**src/rtl/uart_tx_buffer.sv**
```systemverilog
// -----------------------------------------------------------------------------
// uart_tx_buffer
//
// Buffered transmit bridge between the CPU I/O decode and the UART transmitter.
// CPU byte writes go into a circular FIFO. A drain FSM hands the bytes to the
// UART one at a time over the tx_send / uart_ready handshake. A status register
// lets firmware poll the FIFO level and the drained flag.
//
// Configuration macro: UART_TX_BUFFER_STALL_EN
//   defined   : a data write to a full FIFO is held off (bus_ready withheld)
//               until there is room.
//   undefined : a data write to a full FIFO is acknowledged and discarded, and
//               an 8-bit saturating drop counter is bumped (status bits 31:24).
//
// Ports
//   clk          in   clock
//   resetn       in   synchronous active-low reset
//   bus_valid    in   CPU access request, held until bus_ready
//   bus_we       in   1 = write, 0 = read
//   bus_addr     in   0 = data register, 1 = status register
//   bus_wdata    in   byte to transmit
//   bus_rdata    out  read data, valid while bus_ready is high
//   bus_ready    out  one-cycle access-complete pulse
//   tx_data      out  byte presented to the UART (held until the next send)
//   tx_send      out  one-cycle send request to the UART
//   uart_ready   in   UART idle and able to take a byte
//
// Status word: bit0 empty, bit1 full, bit2 drained, [15:8] level,
//              [31:24] drop count (0 when stalling), all other bits 0.
// -----------------------------------------------------------------------------
module uart_tx_buffer #(
   parameter int DEPTH_LOG2   = 4,
   parameter int GUARD_CYCLES = 3
) (
   input  logic        clk,
   input  logic        resetn,
   input  logic        bus_valid,
   input  logic        bus_we,
   input  logic        bus_addr,
   input  logic [7:0]  bus_wdata,
   output logic [31:0] bus_rdata,
   output logic        bus_ready,
   output logic [7:0]  tx_data,
   output logic        tx_send,
   input  logic        uart_ready
);

   localparam int DEPTH = 1 << DEPTH_LOG2;
   localparam int PW    = DEPTH_LOG2;
   localparam int LW    = DEPTH_LOG2 + 1;
   localparam int GW    = (GUARD_CYCLES < 2) ? 1 : $clog2(GUARD_CYCLES);
   localparam logic [GW-1:0] GUARD_LAST = GW'((GUARD_CYCLES < 1) ? 0 : GUARD_CYCLES - 1);

   typedef enum logic [1:0] {
      ST_IDLE = 2'd0,
      ST_ARM  = 2'd1,
      ST_BUSY = 2'd2
   } state_t;

   // FIFO storage and bookkeeping
   logic [7:0]    mem_q [DEPTH];
   logic [PW-1:0] wr_ptr_q;
   logic [PW-1:0] rd_ptr_q;
   logic [LW-1:0] level_q;
   logic [LW-1:0] level_d;

   // Drain FSM
   state_t        state_q;
   state_t        state_d;
   logic [GW-1:0] guard_q;
   logic [GW-1:0] guard_d;
   logic [7:0]    tx_data_q;
   logic [7:0]    tx_data_d;
   logic          tx_send_q;
   logic          tx_send_d;
   logic          pop;

   // Bus side
   logic          bus_ready_q;
   logic [31:0]   bus_rdata_q;
   logic [31:0]   bus_rdata_d;
   logic          accept;
   logic          push;
   logic          is_data_wr;
   logic          empty;
   logic          full;
   logic          drained;
   logic [7:0]    drop_count;
   logic [31:0]   status_word;

   assign empty      = (level_q == '0);
   assign full       = (level_q == LW'(DEPTH));
   assign drained    = empty && (state_q == ST_IDLE) && uart_ready;
   assign is_data_wr = bus_we && !bus_addr;

`ifdef UART_TX_BUFFER_STALL_EN
   // A data write to a full FIFO is simply not accepted yet. Fullness is judged
   // on the registered level, so a pop in the same cycle never makes room.
   assign accept     = bus_valid && !bus_ready_q && !(is_data_wr && full);
   assign push       = accept && is_data_wr;
   assign drop_count = 8'h00;
`else
   logic [7:0] drop_q;

   assign accept     = bus_valid && !bus_ready_q;
   assign push       = accept && is_data_wr && !full;
   assign drop_count = drop_q;

   always_ff @(posedge clk) begin
      if (!resetn) begin
         drop_q <= 8'h00;
      end else if (accept && is_data_wr && full && (drop_q != 8'hFF)) begin
         drop_q <= drop_q + 8'h01;
      end
   end
`endif

   // Status is sampled in the acceptance cycle from registered state, so it
   // reflects every push/pop that completed before that cycle.
   assign status_word = {drop_count, 8'h00, 8'(level_q), 5'b00000, drained, full, empty};

   always_comb begin
      bus_rdata_d = 32'h0000_0000;
      if (accept && !bus_we && bus_addr) begin
         bus_rdata_d = status_word;
      end
   end

   always_ff @(posedge clk) begin
      if (!resetn) begin
         bus_ready_q <= 1'b0;
         bus_rdata_q <= 32'h0000_0000;
      end else begin
         bus_ready_q <= accept;
         bus_rdata_q <= bus_rdata_d;
      end
   end

   // FIFO storage has no reset; the pointers and level define its contents.
   always_ff @(posedge clk) begin
      if (push) begin
         mem_q[wr_ptr_q] <= bus_wdata;
      end
   end

   always_comb begin
      level_d = level_q;
      case ({push, pop})
         2'b10:   level_d = level_q + LW'(1);
         2'b01:   level_d = level_q - LW'(1);
         default: level_d = level_q;
      endcase
   end

   always_ff @(posedge clk) begin
      if (!resetn) begin
         wr_ptr_q <= '0;
         rd_ptr_q <= '0;
         level_q  <= '0;
      end else begin
         if (push) begin
            wr_ptr_q <= wr_ptr_q + PW'(1);
         end
         if (pop) begin
            rd_ptr_q <= rd_ptr_q + PW'(1);
         end
         level_q <= level_d;
      end
   end

   // Drain FSM. IDLE issues the send and pops; ARM waits for the UART to take
   // the byte (uart_ready low), giving up after GUARD_CYCLES in case the UART
   // never visibly drops ready; BUSY waits for the UART to finish.
   always_comb begin
      state_d   = state_q;
      guard_d   = '0;
      tx_data_d = tx_data_q;
      tx_send_d = 1'b0;
      pop       = 1'b0;
      case (state_q)
         ST_IDLE: begin
            if (!empty && uart_ready) begin
               tx_data_d = mem_q[rd_ptr_q];
               tx_send_d = 1'b1;
               pop       = 1'b1;
               state_d   = ST_ARM;
            end
         end
         ST_ARM: begin
            if (!uart_ready || (guard_q == GUARD_LAST)) begin
               state_d = ST_BUSY;
            end else begin
               guard_d = guard_q + GW'(1);
            end
         end
         ST_BUSY: begin
            if (uart_ready) begin
               state_d = ST_IDLE;
            end
         end
         default: state_d = ST_IDLE;
      endcase
   end

   always_ff @(posedge clk) begin
      if (!resetn) begin
         state_q   <= ST_IDLE;
         guard_q   <= '0;
         tx_data_q <= 8'h00;
         tx_send_q <= 1'b0;
      end else begin
         state_q   <= state_d;
         guard_q   <= guard_d;
         tx_data_q <= tx_data_d;
         tx_send_q <= tx_send_d;
      end
   end

   assign bus_ready = bus_ready_q;
   assign bus_rdata = bus_rdata_q;
   assign tx_data   = tx_data_q;
   assign tx_send   = tx_send_q;

endmodule

```
**config.mk**
```make
export PLATFORM = sky130hd
export DESIGN_NAME = uart_tx_buffer
export DESIGN_NICKNAME = d
export VERILOG_FILES = /design/src/rtl/uart_tx_buffer.sv
export SDC_FILE = /design/constraint.sdc
export NUM_CORES = 1
export LEC_CHECK = 0
export CAP_MARGIN = 20
export CELL_PAD_IN_SITES_DETAIL_PLACEMENT = 0
export CELL_PAD_IN_SITES_GLOBAL_PLACEMENT = 1
export CORE_ASPECT_RATIO = 0.9
export CORE_MARGIN = 4
export CORE_UTILIZATION = 48
export DETAILED_ROUTE_END_ITERATION = 10
export GPL_TIMING_DRIVEN = 0
export PLACE_DENSITY_LB_ADDON = 0.1
export REMOVE_ABC_BUFFERS = 1
export SLEW_MARGIN = 30
export SYNTH_ARGS = -nofsm -noshare
export SYNTH_HDL_FRONTEND = slang
export SYNTH_SLANG_ARGS = --single-unit
```
**constraint.sdc**
```tcl
create_clock -name clk -period 3.29 [get_ports clk]
set_clock_uncertainty 0.15 [all_clocks]
set_input_delay 0.658 -clock clk [delete_from_list [all_inputs] [get_ports clk]]
set_output_delay 0.658 -clock clk [all_outputs]
set_load 0.05 [all_outputs]
```
==> results.md, run 1 <==
- Status: finished clean
- Starting Density: around half
- Routed len/inst: roughly 19 microns
- Post-DP Area: 7731 sq um
- Die ar.: between 15000 and 20000 sq um
- Clock slew at reported path FFs: 0.06 ns
- Post-route ant nets: 0
- RR Startpoint: level_q[1]
- Total track usage: approximately 18%
- Worst relative slew slack: a little over two fifths
- Post-synthesis sequential area ratio: 67.21%
- Sink Count: 179
- Die Ht: roughly 120 microns
- CTS tree: done
- Crit end category: flop
- Largest net degree at the start of global routing: 38
- Initial antenna violation count: 0
- Tcrit/Tclk final: 92.55%
- Slew Viols, Final: 0
- H-tree levels: 4
- Power density cells: between 600 and 700 nW/um^2
- Drt total wl: ~14000 microns
- Number of flops mapped to enable cells by yosys: 128
- Worst Path Max Fanout: 8
- Worst R2R Path Depth: 10
- Number of global-route vias before repair: 4063
- Syn_area_per_cell: 13.97 sq um
- Hold EP: guard_q[0]
- Worst-Skew Late Latency: 0.44 ns
- Final number of setup-violating endpoints: 0
- Max-cap violations: 0
- Final Total Pwr: about 5.7 mW
- CTS Buf Count: 17
- Terminus of the critical flop-to-flop path: level_q[4]
- Req. time, crit path: roughly 3.5 ns
- Synthesized area: a little over 7000 sq um
- Final setup margin: 0.2451 ns
- Root buf cell: clkbuf_16
- Top FF cell, synth: edfxtp_1
- Net count, final: 574
- DP Wirelength: 9044 microns
- Distinct cell type count after synthesis: 54
- Crit start category: primary input
- Reg area: 4868 sq um
- Max VDD drop: 0.3763 mV
- Die Width: 137.4 microns
- DR vias/cell: ~5.4
- Kind of critical path: in2reg
- Design Area, Final: 8424 sq um
- Fillers: ~1100
- Post-Syn Instances: 518
- Hold Fails Final Rpt: 0
- Final Critical Period: 3.045 ns
- Pleak: 2.676 nW
- First-pass GRT wire length: around 23000 microns
- Slew @ Worst Pin: 0.8617 ns
- R2r setup slk: approximately 0.47 ns
- Seq cells post-synth: 179
- Max Fclk: 0.3284 GHz
- Share of cells above drive strength 1: 8.881%
- Diode count: 0
- Final RePlAce weighted congestion: about 0.77
- Ys Warns: 0
- Ports: 56
- RSZ-0062 raised after global routing: no
- CP arrival: 3.26 ns
- Via count: approximately 4100
- Core Area: 14770 sq um
- Hold Crit Depth: 1
- Starting DRC count in detailed routing: 276
- PortBufs: 39
- Clock buffer depth: 2
- Area of the multi-input gates: 2193 sq um
- Syn-to-layout area delta: 16.39%
- Asr flop ratio synth: 0%
- Cell row count: 42
- Drt pass-1 iters: 5
- Gr ovfl total: 0
- Min-delay src: guard_q[0]
- Drt drc: 0
- Hold Path Class: reg2reg
- Pre-CTS setup slack: -0.7262 ns
cell usage after synthesis (2+ instances only):
cell type  number  share of area (%)
inv_1           9               0.47
nand2b_1        4               0.35
mux4_2          2               0.62
mux2i_1        66                9.1
xnor2_1         5               0.60
o31ai_1         2               0.21
nand2_1        10               0.52
and2_1         15                1.3
nand3_1         6               0.41
o211ai_1        2               0.21
a31oi_1        10               0.86
o21ai_0        12               0.83
nor3_1          5               0.35
nor2_1         41                2.1
and3_1          3               0.26
edfxtp_1      128                 53
buf_2          12               0.83
and3b_1         2               0.24
ha_1           10                1.7
dfxtp_1        51                 14
or3b_2          4               0.48
or4_1           5               0.52
o22ai_1        31                2.7
a21oi_1         9               0.62
a211oi_1        2               0.21
o41ai_1         3               0.36
or3_1           4               0.35
nor3b_1         2               0.21
buf_4          17                1.8
xor2_1          5               0.60
nand3b_1        5               0.52
clkbuf_1       14               0.73
report_power, final:
group          switching (mW)  internal, mW  leakage [nW]
clock                   0.812          1.42         0.306
sequential              0.101          2.49          1.56
combinational           0.587         0.319         0.806
final cells by class:
| type | instances | area share (%) |
|---|---|---|
| Sequential cell | 179 | 57.79 |
| Multi-Input combinational cell | 300 | 26.04 |
| Clock buffer | 21 | 5.228 |
| Timing Repair Buffer | 42 | 5.050 |
| Tap cell | 198 | 2.941 |
| Clock inverter | 11 | 2.465 |
| Inverter | 10 | 0.4901 |
state kept, by name, summed over array words and instances (netlist names):
| signal | cells |
|---|---|
| mem_q | 128 |
| bus_ready | 1 |
| drop_count | 8 |
| tx_data | 8 |
| bus_rdata | 16 |
| rd_ptr_q | 4 |
| guard_q | 2 |
| wr_ptr_q | 4 |
| state_q | 2 |
| level_q | 5 |
| tx_send | 1 |
layout by cell type, fill, tap and decap left out, drive strengths merged, types with 4 or more instances in the layout:
cell type	Yosys	final
o21ai	12	12
and2	15	15
inv	9	9
conb	1	16
nand2	10	10
or3b	5	5
mux2i	66	66
edfxtp	128	128
o22ai	31	31
nand3b	5	5
a21oi	9	9
or3	4	4
clkbuf	15	21
nand3	7	7
nand2b	4	4
bufinv	0	6
dfxtp	51	51
a31oi	10	10
clkdlybuf4s50	0	39
or4	5	5
nor2	41	41
nor3	5	5
xor2	5	5
ha	10	10
xnor2	5	5
stage by stage:
step           utilization, %  instances  TNS, ns  hold slack, ns
2_1_floorplan               -        488   -1.475          0.2412
3_5_place_dp            52.36        726   -4.869          0.2655
3_3_place_gp            51.98        725   -34.56          0.2522
5_1_grt                 57.05        761        0          0.3093
4_1_cts                 56.91        760        0          0.2743
6_report                57.05        761        0          0.2703
kinds of logic after synthesis:
kind of cell / Yosys count / share of synthesized area [%]
buffers and inverters: 55 / 4.062
DFF: 179 / 67.21
adders and majority gates: 10 / 1.729
and+or+nand+nor: 116 / 9.058
muxes: 68 / 9.749
AOI/OAI and AO/OA: 79 / 6.932
other: 1 / 0.05181
xor gates and xnor gates: 10 / 1.210
metal layers:
| metal | vias to the layer above | part of all wire [%] | track usage, % |
|---|---|---|---|
| met4 | 0 | 2.2 | 7.277 |
| met2 | 98 | 48 | 27.50 |
| met1 | 2015 | 45 | 24.50 |
| met5 | - | 0 | 0 |
| li1 | 1981 | - | - |
| met3 | 26 | 5.3 | 4.402 |
how the worst max path moves through the flow:
| stage | startpoint | end | slack [ns] | depth (start not counted) |
|---|---|---|---|---|
| final | bus_addr | level_q[4] | 0.25 | 11 |
| after global routing | resetn | guard_q[0] | 0.02 | 5 |
| after CTS | resetn | guard_q[0] | 0.01 | 5 |
| after detailed placement | uart_ready | level_q[4] | -0.73 | 10 |
| after global placement | uart_ready | level_q[4] | -2.39 | 10 |
| after floorplan | uart_ready | level_q[2] | -0.53 | 9 |
critical path, cell delays in order:
cell	delay [ns]
clkdlybuf4s50_1	0.43
nand4bb_1	0.26
a21oi_2	0.32
inv_1	0.12
ha_1	0.30
xor2_1	0.18
ha_1	0.19
a21oi_1	0.22
a32oi_1	0.14
a31oi_1	0.23
mux2i_1	0.21
what timing repair did:
action                                  4_1_cts  5_1_grt
gates cloned                                  1        0
pin swaps                                     0        1
buffers inserted                              1        1
hold endpoints to repair                      0        0
hold buffers                                  0        0
endpoints found under the setup margin        2        4
gates resized for setup                       1        3
No activity file was read; power rests on OpenSTA's default activity.
==> run 2: changes to the inputs <==
- SLEW_MARGIN: 30 -> 5
==> results.md, run 2 (same netlist as run 1, synthesis figures left out) <==
- Status: finished clean
- RR Startpoint: level_q[2]
- Max VDD drop: 0.3911 mV (+3.9%)
- Syn-to-layout area delta: 15.23%
- R2r setup slk: 0.45 ns (-0.02 ns)
- Worst relative slew slack: 43.26% (+0.89 points)
- Pleak: 2.642 nW (-1.3%)
- Net count, final: 576 (+0.35%)
- Core Area: 14770 sq um (unchanged)
- Commonest non-fill, non-tap cell in the layout: edfxtp_1
- Crit path to: level_q[4]
- Largest net degree at the start of global routing: 47 (+24%)
- Drt pass-1 iters: 5 (unchanged)
- Pre-CTS setup slack: -0.4756 ns (+0.2506 ns)
- Crit path cell chain: clkdlybuf4s50_1, nor3b_2, a21boi_2, ha_2, xor2_1, ha_1, a21oi_1, nand4b_1, a31oi_1, mux2i_1
- PortBufs: 39 (unchanged)
- DR vias/cell: 5.362 (-0.96%)
- Die ar.: 17110 sq um (unchanged)
- DP Cell Count: 731 (+0.69%)
- Starting Density: 49.02% (unchanged)
- Routed len/inst: 18.70 microns (-1.6%)
- Die Ht: 124.5 microns (unchanged)
- Biggest register: mem_q
- Crit end category: flop
- Total track usage: 17.73% (-0.23 points)
- Clock buffer depth: 2 (unchanged)
- Drt total wl: 14270 microns (-1.4%)
- Worst Path Max Fanout: 8 (unchanged)
- Drt drc: 0 (unchanged)
- Cell row count: 42 (unchanged)
- Starting DRC count in detailed routing: 307 (+11%)
- Fin cells: 763 (+0.26%)
- Via count: 4091 (-0.70%)
- Crit path max-delay cell type: clkdlybuf4s50_1
- Clock slew at reported path FFs: 0.06 ns (about the same)
- Hold Fails Final Rpt: 0 (unchanged)
- First-pass GRT wire length: 22380 microns (-0.77%)
- Slew @ Worst Pin: 0.8484 ns (-0.01333 ns)
- Ports: 56 (unchanged)
- CP arrival: 3.23 ns (-0.03 ns)
- Sink Count: 179 (unchanged)
- Initial antenna violation count: 0 (unchanged)
- Hold Path Class: reg2reg
- Power density cells: 650.3 nW/um^2 (-4.3%)
- Req. time, crit path: 3.50 ns (about the same)
- Slew Viols, Final: 0 (unchanged)
- Worst R2R Path Depth: 10 (unchanged)
- CTS Buf Count: 17 (unchanged)
- CP max stage delay: 0.51 ns (+0.08 ns)
- Diode count: 0 (unchanged)
- Share of cells above drive strength 1: 8.850% (-0.031 points)
- Terminus of the critical flop-to-flop path: level_q[4]
- H-tree levels: 4 (unchanged)
- Final Critical Period: 3.028 ns (-0.01658 ns)
- Area of the multi-input gates: 2151 sq um (-1.9%)
- Kind of critical path: in2reg
- Post-route ant nets: 0 (unchanged)
- Die Width: 137.4 microns (unchanged)
- Fillers: 1197 (+5.1%)
- Reg area: 4868 sq um (unchanged)
- Final RePlAce weighted congestion: 0.7676 (unchanged)
- Crit start category: primary input
- Max FFs per register: 128 (unchanged)
- CP Launch Point: uart_ready
- Final number of setup-violating endpoints: 0 (unchanged)
- Number of global-route vias before repair: 4000 (-1.6%)
- DP Wirelength: 9260 microns (+2.4%)
- Final setup margin: 0.2616 ns (+0.01658 ns)
- Root buf cell: clkbuf_16
- Max Fclk: 0.3302 GHz (+0.55%)
- Postcts setup bufs: 0 (-1)
- RSZ-0062 raised after global routing: no
- CTS tree: done
- Gr ovfl total: 0 (unchanged)
- Max-cap violations: 0 (unchanged)
- Min Hold Slack: 0.2674 ns (-0.002882 ns)
- Worst-Skew Late Latency: 0.43 ns (about the same)
- Tcrit/Tclk final: 92.05% (-0.50 points)
- Most frequent cells in the layout: edfxtp_1 (128), mux2i_1 (66), dfxtp_1 (50), nor2_1 (41), clkdlybuf4s50_1 (39)
==> run 2: changes by cell type in the layout (fill, tap and decap cells not counted), sizes merged <==
cell / before / now
buf: 3 / 6
clkinv: 3 / 6
bufinv: 6 / 3
a21boi: 2 / 1
==> run 2: where the power goes <==
part | total [mW] | switching [mW] | internal, mW | leakage [nW]
logic | 0.855 | 0.553 | 0.301 | 0.804
registers | 2.59 | 0.0982 | 2.49 | 1.56
clock network | 1.98 | 0.796 | 1.18 | 0.274
==> run 2: layout make-up <==
type,count,area share (%)
Clock buffer,21,5.281
Clock inverter,11,1.635
Inverter,10,0.4650
Multi-Input combinational cell,299,25.79
Sequential cell,179,58.37
Tap cell,198,2.970
Timing Repair Buffer,45,5.491
==> run 2: metrics by stage <==
stage,area [sq um],power (mW),util [%],setup TNS [ns]
global route,8341,5.661,56.48,0
detailed placement,7751,3.488,52.49,-4.732
floorplan,7038,3.172,-,-1.475
global placement,7676,3.452,51.98,-34.56
CTS,8329,5.465,56.41,0
finish,8341,5.424,56.48,0
==> run 2: per-layer routing <==
metal | up-vias | GRT usage (%) | part of all wire [%]
met2 | 82 | 26.92 | 47
met4 | 0 | 5.458 | 1.1
li1 | 1983 | - | -
met1 | 2017 | 24.84 | 48
met5 | - | 0 | 0
met3 | 9 | 4.887 | 4.4
==> run 2: what timing repair did <==
| action | 4_1_cts | 5_1_grt |
|---|---|---|
| hold buffers | 0 | 0 |
| endpoints found under the setup margin | 2 | 2 |
| gates resized for setup | 1 | 3 |
| pin swaps | 0 | 0 |
==> run 2: how the worst min path moves through the flow <==
| stage | startpoint | endpoint | cells past startpoint |
|---|---|---|---|
| after floorplan | guard_q[0] | guard_q[0] | 1 |
| final | guard_q[0] | guard_q[0] | 1 |
| after global routing | guard_q[0] | guard_q[0] | 1 |
| after CTS | guard_q[0] | guard_q[0] | 1 |
| after detailed placement | guard_q[0] | guard_q[0] | 1 |
| after global placement | guard_q[0] | guard_q[0] | 1 |
==> run 2: worst max-delay path, delay by kind of cell <==
kind                       cells  cell delay [ns]
and+or+nand+nor                2             0.49
buffers and inverters          1             0.51
adders and majority gates      2             0.49
xor gates and xnor gates       1             0.17
AOI/OAI and AO/OA              3             0.69
muxes                          1             0.21
==> run 3: changes to the inputs <==
- CORE_MARGIN: 4 -> 5
==> results.md, run 3 (same netlist as run 1, synthesis figures left out) <==
- CTS Buf Count: 17 (unchanged)
- First-pass GRT wire length: 22270 microns (-0.49%)
- Worst-Skew Late Latency: 0.42 ns (about the same)
- CP top delay family: compound AO/OA/AOI/OAI gates
- CP dominant cell by count: a21oi_1
- Starting Density: 49.02% (unchanged)
- Power density cells: 647.3 nW/um^2 (-0.47%)
- Post-route ant nets: 0 (unchanged)
- Die ar.: 17640 sq um (+3.1%)
- Drt pass-1 iters: 4 (-1)
- Worst R2R Path Depth: 10 (unchanged)
- CTS tree: done
- Slew @ Worst Pin: 0.8678 ns (+0.01937 ns)
- DR vias/cell: 5.430 (+1.3%)
- Final number of setup-violating endpoints: 0 (unchanged)
- Combinational Power Share: 16.4% (+0.6 points)
- Sw frac: 26.98% (+0.30 points)
- Hold Path Class: reg2reg
- CP max stage delay: 0.49 ns (-0.02 ns)
- Worst relative slew slack: 41.97% (-1.3 points)
- WP buf/inv: 2 (+1)
- Min-delay src: guard_q[0]
- Starting DRC count in detailed routing: 361 (+18%)
- Die Width: 139.4 microns (+1.5%)
- Req. time, crit path: 3.47 ns (-0.03 ns)
- Met2 Use GR: 25.70% (-1.2 points)
- Slew Viols, Final: 0 (unchanged)
- Clock slew at reported path FFs: 0.06 ns (about the same)
- Max Fclk: 0.3236 GHz (-2.0%)
- Crit path max-delay cell type: clkdlybuf4s50_1
- Pint: 3.941 mW (-0.89%)
- R2r setup slk: 0.37 ns (-0.08 ns)
- H-tree levels: 4 (unchanged)
- Diode count: 0 (unchanged)
- Post-Route Setup TNS: 0 ns (unchanged)
- Grt met1 use: 23.50% (-1.3 points)
- RR Startpoint: level_q[2]
- Hold buffers post-CTS: 0 (unchanged)
- Largest net degree at the start of global routing: 34 (-28%)
- Drt total wl: 14420 microns (+1.1%)
- Cell row count: 42 (unchanged)
- DP Wirelength: 9288 microns (+0.30%)
- Clock buffer depth: 2 (unchanged)
- Ports: 56 (unchanged)
- Initial antenna violation count: 0 (unchanged)
- Number of global-route vias before repair: 3967 (-0.83%)
- Layout Utilization: 56.47% (about the same)
- Most frequent cells in the layout: edfxtp_1 (128), mux2i_1 (66), dfxtp_1 (50), nor2_1 (41), clkdlybuf4s50_1 (39)
- CP Depth: 11 (+1)
- RSZ-0062 raised after global routing: no
- Root buf cell: clkbuf_16
- NetSw: 1.457 mW (+0.64%)
- PortBufs: 39 (unchanged)
- Final RePlAce weighted congestion: 0.7756 (+1.0%)
- Hold Fails Final Rpt: 0 (unchanged)
- Syn-to-layout area delta: 15.21% (about the same)
- Status: finished clean
- CP arrival: 3.28 ns (+0.05 ns)
- Die Ht: 126.5 microns (+1.6%)
- Pleak: 2.641 nW (about the same)
- Met3 usage: 4.102% (-0.78 points)
- Worst Path Max Fanout: 16 (+8)
- Tcrit/Tclk final: 93.93% (+1.9 points)
- Via count: 4154 (+1.5%)
- Hold EP: guard_q[0]
- Biggest register: mem_q
- Max VDD drop: 0.3998 mV (+2.2%)
- DP Cell Count: 731 (unchanged)
- Gr ovfl total: 0 (unchanged)
- Crit path cell chain: clkdlybuf4s50_1, nor3b_2, a21boi_4, buf_8, ha_2, xor2_1, ha_1, a21oi_1, xnor2_1, or3_1, a21oi_1
- Fin cells: 765 (+0.26%)
- Sequential fraction of design power: 48.0% (+0.3 points)
- Crit end category: flop
- Min Hold Slack: 0.2600 ns (-0.007382 ns)
- Drt drc: 0 (unchanged)
- Kind of critical path: in2reg
- Terminus of the critical flop-to-flop path: level_q[2]
- Total track usage: 16.80% (-0.93 points)
- Sink Count: 179 (unchanged)
- Final Total Pwr: 5.398 mW (-0.48%)
- Crit start category: primary input
- Routed len/inst: 18.85 microns (+0.79%)
- Commonest non-fill, non-tap cell in the layout: edfxtp_1
- Core Area: 14770 sq um (unchanged)
- Grt peak-use layer: met2
- Final Critical Period: 3.090 ns (+0.06208 ns)
- Max-cap violations: 0 (unchanged)
- Hold Crit Depth: 1 (unchanged)
- Net count, final: 578 (+0.35%)
- Share of cells above drive strength 1: 8.995% (+0.15 points)
- Max FFs per register: 128 (unchanged)
- Clk network pwr share: 35.6% (-0.9 points)
==> run 3: cell types whose count changed in the layout (fill, tap and decap cells not counted), sizes merged <==
| cell | delta |
|---|---|
| clkbuf | +1 |
| inv | +1 |
| clkinvlp | +1 |
| clkinv | -2 |
| buf | +2 |
| bufinv | -1 |
==> run 3: area by class of cell <==
type,instances,area [sq um]
Sequential cell,179,4868
Timing Repair Buffer,47,462.9
Multi-Input combinational cell,299,2158
Clock inverter,10,106.4
Inverter,10,41.29
Fill cell,1207,6427
Clock buffer,22,454.2
Tap cell,198,247.7
==> run 3: per-layer routing <==
| metal | part of all wire (%) | vias to the layer above |
|---|---|---|
| met4 | 1.5 | 0 |
| li1 | - | 1992 |
| met3 | 6.9 | 18 |
| met5 | 0 | - |
| met2 | 46 | 117 |
| met1 | 46 | 2027 |
==> run 3: worst max path at each step <==
stage | endpoint | slack (ns) | start
floorplan | level_q[2] | -0.53 | uart_ready
global placement | level_q[2] | -2.38 | uart_ready
detailed placement | level_q[2] | -0.65 | uart_ready
CTS | level_q[2] | 0.01 | uart_ready
global route | level_q[2] | 0.005 | uart_ready
finish | level_q[2] | 0.20 | uart_ready
==> run 3: power by group through the flow <==
| stage | Sequential [mW] | Clock (mW) | Combinational (mW) |
|---|---|---|---|
| 6_report | 2.59 | 1.92 | 0.885 |
| 5_1_grt | 2.60 | 2.06 | 0.958 |
| 4_1_cts | 2.59 | 1.96 | 0.862 |
| 3_5_place_dp | 2.64 | 0 | 0.848 |
| 3_3_place_gp | 2.64 | 0 | 0.815 |
| 2_1_floorplan | 2.77 | 0 | 0.403 |
==> run 3: per-stage QoR <==
stage / setup slack, ns / cell area [sq um]
after floorplan: -0.5292 / 7038
after global placement: -2.377 / 7676
after detailed placement: -0.6487 / 7741
after CTS: 0.01180 / 8314
after global routing: 0.005093 / 8339
final: 0.1996 / 8339
==> run 3: timing repair <==
action                                 CTS  global route
setup buffers                            0             2
endpoints found under the hold margin    0             0
resized for setup                        2             3
setup endpoints to repair                2             4
